**src/rtl/shift_pkg.sv**
```systemverilog
// Shared definitions for the shift_seq block.
//   DEF_WIDTH          default data width
//   OP_SLL/OP_SRL/OP_SRA  operation encodings (2'b11 is reserved and treated as SLL)
//   state_e            sequencer states
package shift_pkg;

  localparam int unsigned DEF_WIDTH = 16;

  localparam logic [1:0] OP_SLL = 2'b00;
  localparam logic [1:0] OP_SRL = 2'b01;
  localparam logic [1:0] OP_SRA = 2'b10;

  typedef enum logic [1:0] {
    IDLE  = 2'b00,
    SHIFT = 2'b01,
    FIN   = 2'b10
  } state_e;

endpackage

```
**src/rtl/shift_step.sv**
```systemverilog
// One-bit shift datapath.
// Build option: SHIFT_SEQ_SRA_EN -- when defined, OP_SRA fills with the sign
// bit; otherwise OP_SRA behaves exactly as OP_SRL.
// Ports:
//   value_i  WIDTH  value to shift
//   op_i     2      operation (OP_SLL / OP_SRL / OP_SRA, 2'b11 acts as SLL)
//   value_o  WIDTH  value shifted by one bit
module shift_step
  import shift_pkg::*;
#(
  parameter int unsigned WIDTH = DEF_WIDTH
) (
  input  logic [WIDTH-1:0] value_i,
  input  logic [1:0]       op_i,
  output logic [WIDTH-1:0] value_o
);

  always_comb begin
    case (op_i)
      OP_SRL: value_o = {1'b0, value_i[WIDTH-1:1]};
`ifdef SHIFT_SEQ_SRA_EN
      OP_SRA: value_o = {value_i[WIDTH-1], value_i[WIDTH-1:1]};
`else
      OP_SRA: value_o = {1'b0, value_i[WIDTH-1:1]};
`endif
      default: value_o = {value_i[WIDTH-2:0], 1'b0};
    endcase
  end

endmodule

```
**src/rtl/shift_seq.sv**
```systemverilog
// Sequential shifter: shifts A by B[log2(WIDTH)-1:0] bit positions, one bit
// per clock, and presents the result on O with a one-cycle DONE pulse.
// Build option: SHIFT_SEQ_SRA_EN enables arithmetic right shift for OP=10.
// Ports:
//   CLK    in   rising-edge clock
//   RST_N  in   asynchronous active-low reset
//   START  in   request; A/B/OP sampled when accepted in IDLE
//   OP     in   2-bit operation (00 SLL, 01 SRL, 10 SRA, 11 as SLL)
//   A      in   value to shift
//   B      in   shift amount (only the low log2(WIDTH) bits are used)
//   READY  out  high in IDLE
//   BUSY   out  high in SHIFT
//   DONE   out  high for the single FIN cycle
//   O      out  result register, updated only on entry to FIN
module shift_seq
  import shift_pkg::*;
#(
  parameter int unsigned WIDTH = DEF_WIDTH
) (
  input  logic             CLK,
  input  logic             RST_N,
  input  logic             START,
  input  logic [1:0]       OP,
  input  logic [WIDTH-1:0] A,
  input  logic [WIDTH-1:0] B,
  output logic             READY,
  output logic             BUSY,
  output logic             DONE,
  output logic [WIDTH-1:0] O
);

  localparam int unsigned AW = $clog2(WIDTH);

  state_e           state_q, state_d;
  logic [WIDTH-1:0] work_q, work_d;
  logic [WIDTH-1:0] o_q, o_d;
  logic [AW-1:0]    cnt_q, cnt_d;
  logic [1:0]       op_q, op_d;
  logic [WIDTH-1:0] step_val;
  logic             accept;
  logic             unused_b;

  assign unused_b = ^B[WIDTH-1:AW];
  assign accept   = (state_q == IDLE) && START;

  shift_step #(.WIDTH(WIDTH)) u_step (
    .value_i (work_q),
    .op_i    (op_q),
    .value_o (step_val)
  );

  // State register
  always_ff @(posedge CLK or negedge RST_N) begin
    if (!RST_N) state_q <= IDLE;
    else        state_q <= state_d;
  end

  // Next-state logic; SHIFT leaves on the edge that takes the counter to 0
  always_comb begin
    state_d = state_q;
    case (state_q)
      IDLE:    if (START) state_d = (B[AW-1:0] == '0) ? FIN : SHIFT;
      SHIFT:   if (cnt_q == AW'(1)) state_d = FIN;
      FIN:     state_d = IDLE;
      default: state_d = IDLE;
    endcase
  end

  // Outputs
  always_comb begin
    READY = (state_q == IDLE);
    BUSY  = (state_q == SHIFT);
    DONE  = (state_q == FIN);
  end

  // Datapath next values. O captures the value work is about to hold, so the
  // result is already on O during the FIN cycle.
  always_comb begin
    work_d = work_q;
    cnt_d  = cnt_q;
    op_d   = op_q;
    o_d    = o_q;
    if (accept) begin
      work_d = A;
      cnt_d  = B[AW-1:0];
      op_d   = OP;
    end else if (state_q == SHIFT) begin
      work_d = step_val;
      cnt_d  = cnt_q - AW'(1);
    end
    if (state_d == FIN) o_d = work_d;
  end

  always_ff @(posedge CLK or negedge RST_N) begin
    if (!RST_N) begin
      work_q <= '0;
      cnt_q  <= '0;
      op_q   <= '0;
      o_q    <= '0;
    end else begin
      work_q <= work_d;
      cnt_q  <= cnt_d;
      op_q   <= op_d;
      o_q    <= o_d;
    end
  end

  assign O = o_q;

endmodule

```
**config.mk**
```make
export PLATFORM = sky130hd
export DESIGN_NAME = shift_seq
export DESIGN_NICKNAME = d
export VERILOG_FILES = /design/src/rtl/shift_pkg.sv /design/src/rtl/shift_step.sv /design/src/rtl/shift_seq.sv
export SDC_FILE = /design/constraint.sdc
export NUM_CORES = 1
export LEC_CHECK = 0
export BUFFER_PORTS_ARGS = -buffer_cell sky130_fd_sc_hd__buf_2
export CAP_MARGIN = 0
export CELL_PAD_IN_SITES_DETAIL_PLACEMENT = 0
export CELL_PAD_IN_SITES_GLOBAL_PLACEMENT = 2
export CORE_MARGIN = 1.5
export CORE_UTILIZATION = 31
export CTS_CLUSTER_SIZE = 25
export DETAILED_ROUTE_END_ITERATION = 8
export HOLD_SLACK_MARGIN = 0.03
export PLACE_DENSITY_LB_ADDON = 0.1
export SETUP_SLACK_MARGIN = 0.1
export SYNTH_ARGS = -nofsm -noshare
export SYNTH_HDL_FRONTEND = slang
export SYNTH_HIERARCHICAL = 1
export SYNTH_SLANG_ARGS = --single-unit
export TNS_END_PERCENT = 10
```
**constraint.sdc**
```tcl
create_clock -name CLK -period 1.9 [get_ports CLK]
set_input_delay 0.285 -clock CLK [delete_from_list [all_inputs] [get_ports CLK]]
set_output_delay 0.285 -clock CLK [all_outputs]
set_load 0.005 [all_outputs]
```
# [After elaboration in Yosys (flattened, before gate mapping)]
# Index checks and enable logic that the tools add are counted.
[totals] reg_bits=40 latchBits=0 mem_bits_rw=0 mem_bits_ro=0 inputBits=37 output_inout_bits=19 word_cells=26 memories=0
[op_classes] add_sub_neg=1 mul=0 n_div=0 order_cmp=0 eq_ne=6 n_shift=0 muxes=9 bitwise=0 n_reduce_logical=5
[ops] cell="2-to-1 mux 16 bit" n=3
[ops] cell="2-to-1 mux 4 bit" n=2
[ops] cell="== test 2 bit (second input constant)" n=3
[ops] cell="2-to-1 mux 2 bit" n=3
[ops] cell="== test 2 x 1 -> 1 bit (second input constant)" n=2
[ops] cell="== test 4 x 1 -> 1 bit (second input constant)" n=1
[ops] cell="logical NOT 4 bit" n=1
[ops] cell="case mux 2 bit (2 select lines)" n=1
[ops] cell="subtractor 4 x 1 -> 4 bit (second input constant)" n=1
[ops] cell="logical NOT 2 bit" n=1
[ops] cell="nonzero test 2 bit" n=1
[ops] cell="OR reduction 2 bit" n=1
[ops] cell="logical AND 1 bit" n=1

# [Longest topological paths before layout]
[depth] word_depth=5 depth_mapped=7 depth_no_buf=5

# [Hierarchy]
# Netlist, hierarchy kept.
[modules_own_cells] module="shift_seq" n_inst=1 cells_each=136 area_per_inst_um2=1899.3 seq_area_each_um2=1001.0
[modules_own_cells] module="shift_step" n_inst=1 cells_each=18 area_per_inst_um2=201.4 seq_area_each_um2=0.0

# [Worst setup path after synthesis]
# No wires, ideal clock.
[synth_path] kind="register to register" start="register op_q[0]" end="register o_q[6] (netlist: O[6])" setup_ps=125 t_arrival_ps=1761 required_time_ps=1775 path_slack_ps=14 path_stages_with_launch=6 n_path_buf=1 period_less_slack_ps=1886 path_cell_list="dfrtp_1 -> xnor2_2 -> buf_6 -> mux2_2 -> o221a_2 -> mux2_4"
[synth_via] elab_chain_cells=5 elab_cells_between_ends=6 cone_classes="eq/ne (2); mux (3); reduce/logical (1)"
[synth_lines] item="start: declaration" line_no="shift_seq.sv:38" source="logic [1:0] op_q, op_d;"
[synth_lines] item="start signal: assignment" line_no="shift_seq.sv:103" source="op_q <= op_d;"
[synth_lines] item="== test 2 x 1 -> 1 bit / == test 2 bit (equally long branches)" line_no="shift_step.sv:19" source="case (op_i)"
[synth_lines] item="OR reduction 2 bit (no source line) (*)"
[synth_lines] item="2-to-1 mux 16 bit (*)" line_no="shift_step.sv:19"
[synth_lines] item="net step_val[6]" line_no="shift_seq.sv:39" source="logic [WIDTH-1:0] step_val;"
[synth_lines] item="2-to-1 mux 16 bit (*)" line_no="shift_seq.sv:87" source="end else if (state_q == SHIFT) begin"
[synth_lines] item="2-to-1 mux 16 bit (*)" line_no="shift_seq.sv:83" source="if (accept) begin"
[synth_lines] item="net work_d[6]" line_no="shift_seq.sv:35" source="logic [WIDTH-1:0] work_q, work_d;"
[synth_lines] item="end signal: assignment" line_no="shift_seq.sv:99" source="o_q <= '0;"
[synth_lines] item="end signal: assignment" line_no="shift_seq.sv:104" source="o_q <= o_d;"
[synth_lines] item="end: declaration" line_no="shift_seq.sv:36" source="logic [WIDTH-1:0] o_q, o_d;"
# The timed path passes the listed nets; every way through them passes the cells marked *.
# A chain may end at the register's enable or synchronous reset.

# [Worst setup path after layout]
[layout_path] start="register op_q[1]" end="register o_q[11] (netlist: O[11])"
# Same word-level chain as after synthesis.

==> impl_metrics.ini <==
[hold_path]
min_delay_path_depth = 2
hp-start = OP[1]
holdPathEnd = op_q[1]$_DFFE_PN0P_
worstHoldPathType = in -> reg

[global_routing]
track_usage_pct = 15.09
grt_max_degree = 24
grt_pass1_vias = 1687
grt_pass1_wl_um = 8583
antenna_found_initial = 0
overflow = 0

[clock_tree]
h-tree-depth = 2
path_clk_slew_ns = 0.07
clkLatencyLatePin_ns = 0.28
clkSinkCount = 40
cts_max_path_buffers = 2
cts_tree = done
cts-root-buf = clkbuf_8
cts_buffers = 5

[setup_path]
start_kind = flop
cp-end-kind = flop
worstReg2RegStart = op_q[1]$_DFFE_PN0P_
timing.rr.end = O[11]$_DFFE_PN0N_
ff2ff_setup_slack_ns = 0.01
crit_arrival_ns = 2.06
worstPathRequired_ns = 2.07
worstSetupPathType = reg -> reg
reg2reg_depth = 4
startpoint = op_q[1]$_DFFE_PN0P_
critPathMaxFanout = 8

[timing]
slew_violations = 0
max_slew_margin_pct = 66.03
rsz0062_at_grt = true
fin_skew_ns = 0.001642
final-hold-violation-count = 0
finalSetupViolations = 0
tns_ns = 0
tightest_slew_ns = 0.5095
period_minus_slack_ns = 1.887
period_share_pct = 99.31
max_freq_mhz = 530.0

[run]
drv_cap = 0

[floorplanning]
ios = 56
die_h_um = 85.32
dieArea_mm2 = 0.007280
initial_utilization_pct = 32.53
core-area_mm2 = 0.006459
rows = 29
chipWidth_um = 85.32

[status]
violations = DRC
status = complete, but fails checks

[drt]
dr.first_iter.drc_count = 45
drt_wl_total_um = 5067
wl_per_cell_um = 18.10
vias_per_cell = 5.254
drc_errors = 2
drt_first_pass_iters = 6
final_antenna_net_count = 0
via_count = 1471

[finish]
layout_common_cells = buf_2 (43), dfrtp_1 (38), mux2_2 (17)
drive_gt1_share_pct = 58.62
syn2layout_area_growth_pct = 26.74
fin_util_pct = 41.22
layout_commonest_cell = buf_2
diodes = 0
layout.nets = 244

[synth]
synthCells = 154
synth_area_per_cell_um2 = 13.64
synth_nets = 193
yosysSeqAreaShare_pct = 47.65
synth_area_mm2 = 0.002101
synth_seq_cells = 40
synth_cell_type_count = 34
yosysWarnings = 6

[pwr]
ir_drop_mv = 0.5709
pwr-share-comb_pct = 56.7
power_density_mw_per_mm2 = 1871
switching_share_pct = 34.79
p_leak_nw = 1.182
power_frac_seq_pct = 33.0
clock_power_share_pct = 10.3
intPower_w = 0.003248
p_switching_w = 0.001733

[place]
gp_congestion = 0.8104
dp_hpwl_um = 3264
port_buffers = 43
state kept, by name, indices dropped and copies added, names as in the netlist:
name	count
state_q	2
cnt_q	4
O	16
work_q	16
op_q	2
per-layer routing:
layer,wire (um),global-route usage (%)
met5,0,0
met4,40,4.106
met3,205,3.405
met2,2536,26.84
met1,2285,18.39
cell type report:
cell class                      count  area (um2)
Inverter                            7       26.28
Multi-Input combinational cell     95        1115
Tap cell                           77       96.34
Timing Repair Buffer               56       352.8
Fill cell                         615        3796
Clock buffer                        5       68.82
Sequential cell                    40        1003
Yosys cell counts, drive strengths merged:
library cell	instances	share of area, %
o21ai	1	0.24
nor4	1	0.60
ha	2	1.2
mux2	32	19
and2b	2	0.77
or4b	16	7.6
and2	1	0.36
a21oi	3	0.71
o31ai	1	0.36
nor2	2	0.36
nor3b	1	0.36
o221a	16	8.6
dfrtp	40	48
inv	7	1.3
nand2	2	0.36
a2bb2oi	1	0.42
a22oi	1	0.36
clkbuf	5	0.89
o22ai	2	0.60
o2bb2ai	1	0.42
buf	8	3.5
o21ba	1	0.48
nor3	1	0.24
a32oi	1	1.3
nand2b	2	0.60
a32o	1	0.48
or2b	1	0.36
xnor2	1	0.77
a22o	1	0.42
worst max-delay path: stages, from the launching register on:
cell and delay [ns]:
dfrtp_2 0.49, xnor2_4 0.41, mux2_4 0.34, o221a_4 0.26
mux2_2 0.26
power groups by stage:
stage	clock, W	combinational, W	sequential, W
2_1_floorplan	0	0.00187	0.00155
3_3_place_gp	0	0.00236	0.00159
6_report	0.000512	0.00282	0.00164
3_5_place_dp	0	0.00239	0.00160
5_1_grt	0.000573	0.00307	0.00170
4_1_cts	0.000535	0.00280	0.00164
per-stage QoR:
step	instance area [um2]	power [W]	std cells	setup slack [ns]	hold slack, ns
2_1_floorplan	2116	0.003414	154	0.08835	-0.01059
3_3_place_gp	2415	0.003947	270	-0.1064	0.2918
3_5_place_dp	2415	0.003986	270	-0.1290	0.2927
4_1_cts	2643	0.004980	280	0.02130	0.2224
5_1_grt	2663	0.005347	280	-0.05442	0.2208
6_report	2663	0.004981	280	0.01308	0.2285
worst max path at each step:
stage | endpoint | slack [ns] | cells after the start
CTS | O[6]$_DFFE_PN0N_ | 0.02 | 4
global placement | O[3]$_DFFE_PN0N_ | -0.11 | 4
floorplan | O[10]$_DFFE_PN0N_ | 0.09 | 5
finish | O[11]$_DFFE_PN0N_ | 0.01 | 4
global route | O[12]$_DFFE_PN0N_ | -0.05 | 4
detailed placement | O[4]$_DFFE_PN0N_ | -0.13 | 4
timing repair:
item | 4_1_cts | 5_1_grt
resized for setup | 14 | 3
gates cloned | 1 | 0
setup endpoints to repair | 16 | 17
setup buffers | 3 | 0
pin swaps | 3 | 1
endpoints found under the hold margin | 20 | 0
hold buffers | 1 | 0
logic make-up after synthesis:
family	count (synthesis)	share of synthesized area, %
AO/OA/AOI/OAI	30	14.35
XOR/XNOR	1	0.7745
multiplexers	32	18.76
adder cells (fa/ha/maj)	2	1.191
flip-flops	40	47.65
buffers and inverters	20	5.658
AND/OR/NAND/NOR	29	11.61
Power figures use the tool's default switching activity.
